===== src/rtl/cla_pipe_addsub.sv =====
// cla_pipe_addsub: five-stage carry-lookahead adder/subtractor with a global
// valid/ready stall. Bit p/g -> group P/G -> lookahead group carries -> bit
// carries -> sum/overflow.
// Optional build macro: CLA_SIGNED_SAT_EN (saturate sum on signed overflow).
// BLK must be at least 2 and divide N.

// Group propagate/generate for one BLK-bit lookahead group.
module cla_group #(
    parameter int BLK = 4
) (
    input  logic [BLK-1:0] p,
    input  logic [BLK-1:0] g,
    output logic           gp,
    output logic           gg
);
    assign gp = &p;

    // Group generate: carry out of the group assuming zero carry in.
    always_comb begin
        logic acc;
        acc = g[0];
        for (int i = 1; i < BLK; i++) acc = g[i] | (p[i] & acc);
        gg = acc;
    end
endmodule

module cla_pipe_addsub #(
    parameter int N   = 32,
    parameter int BLK = 4
) (
    input  logic         clk,
    input  logic         reset,
    input  logic         in_valid,
    output logic         in_ready,
    input  logic [N-1:0] A,
    input  logic [N-1:0] B,
    input  logic         cin,
    input  logic         sub,
    output logic         out_valid,
    input  logic         out_ready,
    output logic [N-1:0] sum,
    output logic         cout,
    output logic         ovf
);
    localparam int G      = N / BLK;
    localparam int STAGES = 5;

    logic              advance;
    logic [STAGES:1]   vld_pipe;

    // S1 operands with the subtract inversion already applied
    logic [N-1:0] s1_a, s1_b;
    logic         s1_c0;
    // S2 bit propagate/generate
    logic [N-1:0] s2_p, s2_g;
    logic         s2_c0;
    // S3 group terms; only the low BLK-1 generate bits of each group are
    // still needed (for the in-group ripple), the top one lives in gg.
    logic [N-1:0]              s3_p;
    logic [G-1:0][BLK-2:0]     s3_gl;
    logic [G-1:0]              s3_gp, s3_gg;
    logic                      s3_c0;
    // S4 carry into every bit
    logic [N-1:0] s4_c, s4_p;
    logic         s4_cout;

    logic [G-1:0] grp_p, grp_g;
    logic [G:0]   gc;
    logic [N-1:0] bc;
    logic [N-1:0] sum_n;
    logic         ovf_n;

`ifdef CLA_SIGNED_SAT_EN
    // On overflow both effective operand MSBs are equal, so A's MSB alone
    // tells the direction of the saturation.
    logic s2_msb, s3_msb, s4_msb;
`endif

    // One stall signal for the whole pipe: move only if the output slot frees.
    assign advance   = ~vld_pipe[STAGES] | out_ready;
    assign in_ready  = advance;
    assign out_valid = vld_pipe[STAGES];

    // Valid shift register; bubbles travel as zeros.
    always_ff @(posedge clk or posedge reset) begin
        if (reset)        vld_pipe <= '0;
        else if (advance) vld_pipe <= {vld_pipe[STAGES-1:1], in_valid & in_ready};
    end

    // S1: capture operands, fold subtract into inverted B and forced carry.
    always_ff @(posedge clk or posedge reset) begin
        if (reset) begin
            s1_a  <= '0;
            s1_b  <= '0;
            s1_c0 <= 1'b0;
        end else if (advance) begin
            s1_a  <= A;
            s1_b  <= B ^ {N{sub}};
            s1_c0 <= sub | cin;
        end
    end

    // S2: per-bit propagate and generate.
    always_ff @(posedge clk or posedge reset) begin
        if (reset) begin
            s2_p  <= '0;
            s2_g  <= '0;
            s2_c0 <= 1'b0;
        end else if (advance) begin
            s2_p  <= s1_a ^ s1_b;
            s2_g  <= s1_a & s1_b;
            s2_c0 <= s1_c0;
        end
    end

    for (genvar j = 0; j < G; j++) begin : g_grp
        cla_group #(.BLK(BLK)) u_grp (
            .p  (s2_p[j*BLK +: BLK]),
            .g  (s2_g[j*BLK +: BLK]),
            .gp (grp_p[j]),
            .gg (grp_g[j])
        );
    end

    // S3: register group P/G alongside the bit terms still needed later.
    always_ff @(posedge clk or posedge reset) begin
        if (reset) begin
            s3_p  <= '0;
            s3_gl <= '0;
            s3_gp <= '0;
            s3_gg <= '0;
            s3_c0 <= 1'b0;
        end else if (advance) begin
            s3_p  <= s2_p;
            for (int j = 0; j < G; j++) s3_gl[j] <= s2_g[j*BLK +: BLK-1];
            s3_gp <= grp_p;
            s3_gg <= grp_g;
            s3_c0 <= s2_c0;
        end
    end

    // Group carries in flat lookahead form: C[j+1] = G[j] | P[j]G[j-1] | ... | P[j..0]c0.
    always_comb begin
        logic t, pp;
        gc    = '0;
        gc[0] = s3_c0;
        for (int j = 0; j < G; j++) begin
            t  = s3_gg[j];
            pp = s3_gp[j];
            for (int k = j - 1; k >= 0; k--) begin
                t  = t | (pp & s3_gg[k]);
                pp = pp & s3_gp[k];
            end
            gc[j+1] = t | (pp & s3_c0);
        end
    end

    // Bit carries inside each group, seeded by that group's carry in.
    always_comb begin
        logic [N-1:0] cv;
        cv = '0;
        for (int j = 0; j < G; j++) begin
            cv[j*BLK] = gc[j];
            for (int i = 1; i < BLK; i++)
                cv[j*BLK+i] = s3_gl[j][i-1] | (s3_p[j*BLK+i-1] & cv[j*BLK+i-1]);
        end
        bc = cv;
    end

    // S4: register the full carry vector and the final carry out.
    always_ff @(posedge clk or posedge reset) begin
        if (reset) begin
            s4_c    <= '0;
            s4_p    <= '0;
            s4_cout <= 1'b0;
        end else if (advance) begin
            s4_c    <= bc;
            s4_p    <= s3_p;
            s4_cout <= gc[G];
        end
    end

`ifdef CLA_SIGNED_SAT_EN
    // Carry the A MSB down to S5 for the saturation direction.
    always_ff @(posedge clk or posedge reset) begin
        if (reset) begin
            s2_msb <= 1'b0;
            s3_msb <= 1'b0;
            s4_msb <= 1'b0;
        end else if (advance) begin
            s2_msb <= s1_a[N-1];
            s3_msb <= s2_msb;
            s4_msb <= s3_msb;
        end
    end

    // S5 result with signed saturation on overflow.
    always_comb begin
        ovf_n = s4_c[N-1] ^ s4_cout;
        sum_n = s4_p ^ s4_c;
        if (ovf_n) sum_n = s4_msb ? {1'b1, {(N-1){1'b0}}} : {1'b0, {(N-1){1'b1}}};
    end
`else
    // S5 result, wrapping modulo 2^N.
    always_comb begin
        ovf_n = s4_c[N-1] ^ s4_cout;
        sum_n = s4_p ^ s4_c;
    end
`endif

    // S5: output registers; hold while the consumer stalls.
    always_ff @(posedge clk or posedge reset) begin
        if (reset) begin
            sum  <= '0;
            cout <= 1'b0;
            ovf  <= 1'b0;
        end else if (advance) begin
            sum  <= sum_n;
            cout <= s4_cout;
            ovf  <= ovf_n;
        end
    end
endmodule


===== config.mk =====
export PLATFORM = sky130hd
export DESIGN_NAME = cla_pipe_addsub
export DESIGN_NICKNAME = d
export VERILOG_FILES = /design/src/rtl/cla_pipe_addsub.sv
export SDC_FILE = /design/constraint.sdc
export NUM_CORES = 1
export LEC_CHECK = 0
export BUFFER_PORTS_ARGS = -buffer_cell sky130_fd_sc_hd__buf_2
export CAP_MARGIN = 5
export CORE_AREA = 2 2 164 166
export DETAILED_ROUTE_END_ITERATION = 10
export DIE_AREA = 0 0 166 168
export PLACE_DENSITY = 0.78
export SLEW_MARGIN = 20
export SYNTH_ARGS = -nofsm -noshare
export SYNTH_HDL_FRONTEND = slang
export SYNTH_SLANG_ARGS = --single-unit

===== constraint.sdc =====
create_clock -name clk -period 11.37 [get_ports clk]
set_clock_uncertainty 0.1 [all_clocks]
set_input_delay 0.5685 -clock clk [delete_from_list [all_inputs] [get_ports clk]]
set_output_delay 0.5685 -clock clk [all_outputs]
set_load 0.05 [all_outputs]

==> results of run 1 <==
==> layer usage <==
layer	part of all wire (%)	GRT usage [%]	vias up
li1	-	-	4512
met3	3.7	2.21	38
met4	1.7	4.65	0
met2	43	26.6	174
met5	0	0	-
met1	51	28.9	4263
==> cell type report <==
cell class	instances	area [um2]
well taps	341	427
multi-input cells	993	4770
clock buffers	43	878
repair buffers	111	591
inverters	4	32.5
flip-flops and latches	307	7680
clock inverters	10	109
fillers	2294	11900
==> per-stage QoR <==
stage	hold slack [ns]	worst slack, ns	area [um2]	total power [uW]	instances
2_1_floorplan	0.330	2.21	12800	2900	1376
3_3_place_gp	0.341	7.54	13500	3180	1756
3_5_place_dp	0.354	7.53	13500	3250	1756
4_1_cts	0.100	7.73	14500	4250	1809
5_1_grt	0.116	7.34	14500	4530	1809
6_report	0.0427	7.61	14500	4210	1809
==> kinds of logic after synthesis <==
family / count (synthesis) / synth area share, %
simple gates: 721 / 21.6
flops: 307 / 60.0
fa+ha+maj: 32 / 3.13
xor+xnor: 65 / 4.45
mux: 6 / 0.479
buf+inv: 76 / 2.82
compound gates: 169 / 7.49
==> power by group through the flow <==
stage | Combinational, uW | Sequential, uW | Clock, uW
3_5_place_dp | 1310 | 1940 | 0
2_1_floorplan | 845 | 2050 | 0
3_3_place_gp | 1270 | 1920 | 0
6_report | 1310 | 1930 | 981
4_1_cts | 1330 | 1920 | 999
5_1_grt | 1500 | 1990 | 1040
==> registers in the layout, summed over array words and instances (netlist names) <==
name and cells:
s4_c 32, s3_gl 24, s2_c0 1, sum 32, s1_c0 1, s3_p 32
s3_gp 8, s2_g 32, vld_pipe 5, s1_b 32, s1_a 32, ovf 1
s3_c0 1, s2_p 32, s3_gg 8, s4_cout 1, s4_p 32, cout 1
==> synthesized netlist by cell type, types with 2 or more instances <==
cell / instances / area share [%]
sky130_fd_sc_hd__inv_1: 4 / 0.12
sky130_fd_sc_hd__xnor2_1: 65 / 4.4
sky130_fd_sc_hd__o21ai_0: 97 / 3.8
sky130_fd_sc_hd__nand4_1: 11 / 0.54
sky130_fd_sc_hd__a21o_1: 27 / 1.6
sky130_fd_sc_hd__nor2b_1: 3 / 0.15
sky130_fd_sc_hd__clkbuf_1: 15 / 0.44
sky130_fd_sc_hd__nor3_1: 3 / 0.12
sky130_fd_sc_hd__a31oi_1: 4 / 0.20
sky130_fd_sc_hd__ha_1: 32 / 3.1
sky130_fd_sc_hd__or3_1: 2 / 0.098
sky130_fd_sc_hd__nor2_1: 33 / 0.97
sky130_fd_sc_hd__buf_2: 55 / 2.2
sky130_fd_sc_hd__a21oi_1: 33 / 1.3
sky130_fd_sc_hd__dfrtp_1: 307 / 60
sky130_fd_sc_hd__mux2i_1: 5 / 0.39
sky130_fd_sc_hd__a211oi_1: 2 / 0.12
sky130_fd_sc_hd__nand2_1: 662 / 19
sky130_fd_sc_hd__buf_4: 2 / 0.12
sky130_fd_sc_hd__nand2b_1: 2 / 0.098
==> worst max-delay path by stage <==
stage,start,endpoint,depth (start not counted)
floorplan,reset,cout,1
global placement,out_ready,s4_c[19],8
detailed placement,out_ready,s4_c[19],8
CTS,vld_pipe[5],s4_c[19],7
global route,vld_pipe[5],s4_c[19],7
finish,vld_pipe[5],s4_c[19],7
==> layout by cell type, fill, tap and decap left out, types with 3 or more instances in the layout <==
cell and instances:
sky130_fd_sc_hd__buf_4 3, sky130_fd_sc_hd__nor2_1 33, sky130_fd_sc_hd__a21o_1 27, sky130_fd_sc_hd__clkinv_2 5, sky130_fd_sc_hd__clkbuf_8 10, sky130_fd_sc_hd__mux2i_1 5
sky130_fd_sc_hd__clkbuf_16 29, sky130_fd_sc_hd__ha_1 32, sky130_fd_sc_hd__dfrtp_1 307, sky130_fd_sc_hd__o21ai_0 97, sky130_fd_sc_hd__nand4_1 11, sky130_fd_sc_hd__a21oi_1 33
sky130_fd_sc_hd__clkbuf_1 4, sky130_fd_sc_hd__a31oi_1 4, sky130_fd_sc_hd__nor3_1 3, sky130_fd_sc_hd__xnor2_1 65, sky130_fd_sc_hd__nand2_1 662, sky130_fd_sc_hd__buf_2 105
==> reports/results.txt, run 1 <==
Result of the run -> finished, final reports clean
Initial antenna violation count -> 0
Data arrival time at the worst-slack endpoint -> 4.07 ns
Power spent charging and discharging nets -> 1610 uW
Total global-route track usage -> 18.2%
Share of flip-flops with an asynchronous set or reset after synthesis -> 100%
Reg2reg setup slack -> 7.61 ns
Total number of yosys warnings -> 0
Routed wire length per instance -> 13.7 um
Count of instances resized after the clock tree is built -> 0
Sequential group share of total power -> 45.7%
Die span in y -> 168 um
Primary FF master, synth -> sky130_fd_sc_hd__dfrtp_1
Clock buffer count from CTS -> 29
Worst R2R Start -> vld_pipe[5]
TritonCTS clock tree -> built
Max-slew violations -> 0
FF-to-FF path depth -> 7
Routed vias -> 8987
Critical Path Max Stage Delay -> 0.87 ns
Synth Instances -> 1376
Signed area change from the synthesized netlist to the final layout -> 13.1%
Total clock sinks -> 307
RePlAce Congestion -> 0.767
Worst slew slack as a fraction of its limit -> 29.7%
Critical path's most frequent cell -> sky130_fd_sc_hd__buf_4
Initial standard-cell utilization of the core -> 48.6%
Worst hold path type -> input port to async pin
Number of antenna cells inserted -> 0
Die footprint -> 27900 um2
Detailed-route DRC error count -> 0
Vias in the first global route -> 8775
Count of buffer and inverter cells on the critical path -> 4
Net switching fraction of the power -> 38.2%
HPWL after detailed placement -> 15800 um
Cell chosen for the clock root -> sky130_fd_sc_hd__clkbuf_16
Standby leakage power -> 0.00746 uW
Top-level I/O count -> 106
Mapped cell area -> 12800 um2
Cell-by-cell trace of the critical path -> nor2b_4 -> buf_12 -> inv_6 -> buf_4 -> buf_4 -> mux2i_1 -> o21ai_0
Die span in x -> 166 um
Detailed-routing iteration count for the pre-antenna-repair pass -> 7
H-tree levels -> 1
Slew at the pin with the worst max-slew slack -> 1.05 ns
EDFF count, synth -> 0
Part of the power in combinational logic -> 31.0%
Residual overflow from global routing -> 0
Largest fanout of any net on the critical path -> 246
Worst Path Class, Setup -> flip-flop to flip-flop
Power Internal -> 2610 uW
Final TNS setup -> 0 ns
Final Hold Viols -> 0
Worst vdd rail ir drop -> 0.000302 V
Global-route wire length before repair -> 43300 um
Layout cell share with drive strength beyond 1 -> 11.4%
Setup repair after global routing missed its margin -> false
Post-Route Utilization -> 55.0%
Number of distinct library cell variants in the gate-level netlist after synthesis -> 32
Max Buffers Root-to-Sink -> 3
Cell type group with the largest total delay on the critical path -> buffers and inverters
Share of the cycle needed by the critical path after routing -> 33.1%
Worst endpoint required time -> 11.69 ns
Count of state elements after synthesis -> 307
Synthesized area per cell -> 9.30 um2
Final Setup Violations -> 0
Number of setup buffers added after CTS -> 0
Clk slew on worst S/H paths -> 0.06 ns
Library cell contributing the largest single delay on the critical path -> sky130_fd_sc_hd__buf_4
Placement row count -> 60
Clock Power Share -> 23.3%
Aggregate routed wire length -> 24800 um
Sequential element share of the synthesized area -> 60.0%
Maximum number of pins on one net before global-route repair -> 247
Placeable core area -> 26400 um2
Later-pin clock latency in the skew report -> 0.54 ns
Total power density per cell area -> 291 nW/um2
Drt via density -> 4.97
Hold buffer count at cts -> 0
Number of port buffers -> 105
Number of nets at the end of the flow -> 1548
Drt initial violations -> 816
Net count after synthesis -> 1478
Element type at the critical path end -> flip-flop
Capture instance of the worst register-to-register path -> s4_c[19]
Count of maximum capacitance violations -> 0
Final critical-path required period -> 3.76 ns
Max Clock Freq -> 0.266 GHz
Final ANT Viol Nets -> 0
Setup crit start kind -> flip-flop
(Power assumes the default switching activity.)
==> run 2, diff against run 1 <==
--- a/config.mk
+++ b/config.mk
@@ -5,12 +5,13 @@
 export SDC_FILE = /design/constraint.sdc
 export NUM_CORES = 1
 export LEC_CHECK = 0
+export ABC_AREA = 1
 export BUFFER_PORTS_ARGS = -buffer_cell sky130_fd_sc_hd__buf_2
 export CAP_MARGIN = 5
-export CORE_AREA = 2 2 164 166
+export CORE_AREA = 2 2 163 165
 export DETAILED_ROUTE_END_ITERATION = 10
-export DIE_AREA = 0 0 166 168
-export PLACE_DENSITY = 0.78
+export DIE_AREA = 0 0 165 167
+export PLACE_DENSITY = 0.82
 export SLEW_MARGIN = 20
 export SYNTH_ARGS = -nofsm -noshare
 export SYNTH_HDL_FRONTEND = slang
==> constraint.sdc (replaced) <==
create_clock -name clk -period 3.1 [get_ports clk]
set_clock_uncertainty 0.1 [all_clocks]
set_input_delay 0.155 -clock clk [delete_from_list [all_inputs] [get_ports clk]]
set_output_delay 0.155 -clock clk [all_outputs]
set_load 0.05 [all_outputs]
==> run 2 against run 1 <==
Worst setup slack worse by 6.9 ns; combinational power rose to 3.9 times the previous value; sequential power rose to 3.5 times the previous value; final area up 5.3%; power rose to 3.6 times the previous value; highest routed layer unchanged; largest cell class unchanged; via count up 4.2%; critical endpoint is now in_ready; utilization up 4.2 points; area after synthesis down 0.31%; clock power rose to 3.5 times the previous value; hold slack better by 0.062 ns.
==> reports/results.txt, run 2 <==
Result of the run -> finished, final reports clean
Total power density per cell area -> 1010 nW/um2 (+250%)
Pwr Total -> 15300 uW (+260%)
HPWL after detailed placement -> 16800 um (+5.8%)
Cell accounting for the most synthesized area -> sky130_fd_sc_hd__dfrtp_1
Sequential element share of the synthesized area -> 60.2% (+0.19 points)
Final Setup Violations -> 0 (unchanged)
Mapped cell area -> 12800 um2 (-0.31%)
Number of setup buffers added after CTS -> 0 (unchanged)
Clock buffer count from CTS -> 28 (-3.4%)
Most common library cell in the layout ignoring fill and taps -> sky130_fd_sc_hd__nand2_1
Max Buffers Root-to-Sink -> 3 (unchanged)
Routed wire length per instance -> 14.6 um (+6.7%)
Initial standard-cell utilization of the core -> 49.5% (+0.95 points)
RePlAce Congestion -> 0.814 (+6.1%)
Sequential group share of total power -> 44.4% (-1.3 points)
Synth Instances -> 1343 (-2.4%)
Area share of the leading cell type in the synthesized netlist -> 60.2% (+0.19 points)
Final critical-path required period -> 2.37 ns
Later-pin clock latency in the skew report -> 0.54 ns (about the same)
Post-Layout Inst Area -> 15300 um2 (+5.3%)
Sequential cell area -> 7680 um2 (unchanged)
Count of buffer and inverter cells on the critical path -> 3 (-1)
Share of the cycle needed by the critical path after routing -> 76.5%
Die span in y -> 167 um (-0.60%)
Detailed-route DRC error count -> 0 (unchanged)
Most common library cells after synthesis -> 447 x sky130_fd_sc_hd__nand2_1, 307 x sky130_fd_sc_hd__dfrtp_1, 216 x sky130_fd_sc_hd__o21ai_0, 96 x sky130_fd_sc_hd__inv_1, 65 x sky130_fd_sc_hd__xnor2_1
Adder-cell share of the synthesized area -> 3.14% (+0.0098 points)
Total clock sinks -> 307 (unchanged)
Max Clock Freq -> 0.422 GHz
Total global-route track usage -> 20.2% (+2.0 points)
Residual overflow from global routing -> 0 (unchanged)
Cell-by-cell trace of the critical path -> inv_1 -> nor2_4 -> inv_6 -> buf_2
H-tree levels -> 1 (unchanged)
Commonest cells after routing, fill and taps aside -> 447 x sky130_fd_sc_hd__nand2_1, 307 x sky130_fd_sc_hd__dfrtp_1, 216 x sky130_fd_sc_hd__o21ai_0
Setup crit start kind -> flip-flop
Count of maximum capacitance violations -> 0 (unchanged)
Drt via density -> 5.05 (+1.7%)
Post-Synth XOR/XNOR Area -> 4.46% (+0.014 points)
Fraction of the mapped netlist area in compound gates -> 11.2% (+3.7 points)
Final Hold Viols -> 0 (unchanged)
Data arrival time at the worst-slack endpoint -> 2.12 ns (-1.95 ns)
Share of flip-flops with an asynchronous set or reset after synthesis -> 100% (unchanged)
Placed cell area -> 13600 um2 (+0.61%)
Worst Path Class, Setup -> flip-flop to output pin
Slew at the pin with the worst max-slew slack -> 0.980 ns (-0.0745 ns)
Largest fanout of any net on the critical path -> 96 (-61%)
Post-Route Utilization -> 59.2% (+4.2 points)
Synthesized area per cell -> 9.50 um2 (+2.1%)
Drt initial violations -> 675 (-17%)
Power Internal -> 9420 uW (+260%)
Reg2reg setup slack -> 0.79 ns (-6.82 ns)
Synth top area cells -> sky130_fd_sc_hd__dfrtp_1 60%, sky130_fd_sc_hd__nand2_1 13%, sky130_fd_sc_hd__o21ai_0 8.5%, sky130_fd_sc_hd__xnor2_1 4.5%, sky130_fd_sc_hd__ha_1 3.1%
Main combinational cell family by area after synthesis -> simple AND/OR/NAND/NOR gates
Final ANT Viol Nets -> 0 (unchanged)
Worst hold path type -> input port to async pin
Die footprint -> 27600 um2 (-1.2%)
Die span in x -> 165 um (-0.60%)
Power spent charging and discharging nets -> 5910 uW (+270%)
Top-level I/O count -> 106 (unchanged)
Maximum number of pins on one net before global-route repair -> 133 (-46%)
TritonCTS clock tree -> built
Net count after synthesis -> 1445 (-2.2%)
Critical Path Max Stage Delay -> 0.43 ns (-0.44 ns)
Net switching fraction of the power -> 38.5% (+0.38 points)
Clk slew on worst S/H paths -> 0.06 ns (about the same)
Clock Power Share -> 22.2% (-1.1 points)
Number of distinct library cell variants in the gate-level netlist after synthesis -> 35 (+9.4%)
Part of the power in combinational logic -> 33.4% (+2.4 points)
Layout cell share with drive strength beyond 1 -> 11.9% (+0.48 points)
Worst vdd rail ir drop -> 0.000576 V (+91%)
Number of antenna cells inserted -> 0 (unchanged)
Number of nets at the end of the flow -> 1600 (+3.4%)
Global-route wire length before repair -> 45700 um (+5.5%)
Total number of yosys warnings -> 0 (unchanged)
Vias in the first global route -> 9349 (+6.5%)
Element type at the critical path end -> output pin
Aggregate routed wire length -> 27100 um (+9.3%)
Count of state elements after synthesis -> 307 (unchanged)
Primary FF master, synth -> sky130_fd_sc_hd__dfrtp_1
Initial antenna violation count -> 0 (unchanged)
Cell type group with the largest total delay on the critical path -> buffers and inverters
EDFF count, synth -> 0 (unchanged)
Simple-gate share of the synthesized area -> 15.5% (-6.2 points)
Number of filler cells placed in the layout -> 1993 (-13%)
Area taken by multi-input logic gates -> 4380 um2 (-8.1%)
Multiplexer share of the synthesized area -> 0% (-0.48 points)
Cell chosen for the clock root -> sky130_fd_sc_hd__clkbuf_16
Cell count after placement -> 1726 (-1.7%)
Placeable core area -> 25800 um2 (-2.2%)
Detailed-routing iteration count for the pre-antenna-repair pass -> 5 (-2)
Worst endpoint required time -> 2.84 ns (-8.85 ns)
Standby leakage power -> 0.00731 uW (-2.1%)
Setup repair after global routing missed its margin -> false
Worst slew slack as a fraction of its limit -> 34.7% (+5.0 points)
Placement row count -> 59 (-1.7%)
Max-slew violations -> 0 (unchanged)
Library cell contributing the largest single delay on the critical path -> sky130_fd_sc_hd__nor2_4
Layout Cells excl Fill -> 1853 (+2.4%)
Number of port buffers -> 105 (unchanged)
Leading cell type by number of instances after synthesis -> sky130_fd_sc_hd__nand2_1
Signed area change from the synthesized netlist to the final layout -> 19.5%
Routed vias -> 9365 (+4.2%)
[run 2: kinds of logic after synthesis]
| group | after synthesis |
|---|---|
| flip-flops | 307 |
| adder cells (fa/ha/maj) | 32 |
| AO/OA/AOI/OAI | 269 |
| buffers and inverters | 168 |
| AND/OR/NAND/NOR | 502 |
| XOR/XNOR | 65 |
[run 2: routing by layer]
layer | vias to the layer above | track usage (%) | share of wire [%]
met3 | 49 | 2.64 | 4.7
met4 | 0 | 6.09 | 2.2
met2 | 273 | 30.5 | 45
met5 | - | 0 | 0
met1 | 4443 | 30.5 | 48
li1 | 4600 | - | -
[run 2: path summary, 6_finish.rpt]
check | startpoint | to | cells after the start
max | vld_pipe[5] | in_ready | 4
min | reset | sum[8] | 3
max reg2reg | vld_pipe[5] | s1_a[25] | 6
min reg2reg | vld_pipe[2] | vld_pipe[3] | 2
max in group asynchronous | reset | s1_a[18] | 4
min in group clk | A[28] | s1_a[28] | 4
[run 2: final cells by class]
class                      count  area share (%)
clock buffer                  44            5.65
timing repair buffer         195            9.71
inverter                      98            2.47
clock inverter                 6           0.361
tap                          335            2.75
multi-input combinational    868            28.7
sequential                   307            50.4
[run 2: timing repair]
item | CTS | global route
resized for setup | 0 | 0
hold buffers | 77 | 0
endpoints found under the hold margin | 128 | 0
[run 2: metrics by stage]
stage	hold slack (ns)	setup WS [ns]	TNS [ns]
floorplan	0.165	-1.24	-380.67
CTS	0.100	0.776	0
detailed placement	0.116	1.17	0
finish	0.105	0.728	0
global placement	0.129	1.18	0
global route	0.135	0.573	0
[run 2: worst min-delay path, stage by stage]
cell and delay, ns:
sky130_fd_sc_hd__dlygate4sd3_1 0.53, sky130_fd_sc_hd__buf_2 0.13, sky130_fd_sc_hd__clkinvlp_4 0.35
[run 2: power groups by stage]
stage	logic (uW)	registers (uW)	clock network (uW)
after floorplan	3000	7370	0
after global placement	4720	6750	0
after detailed placement	4900	6840	0
after CTS	5120	6800	3440
after global routing	5780	7000	3600
final	5120	6810	3400
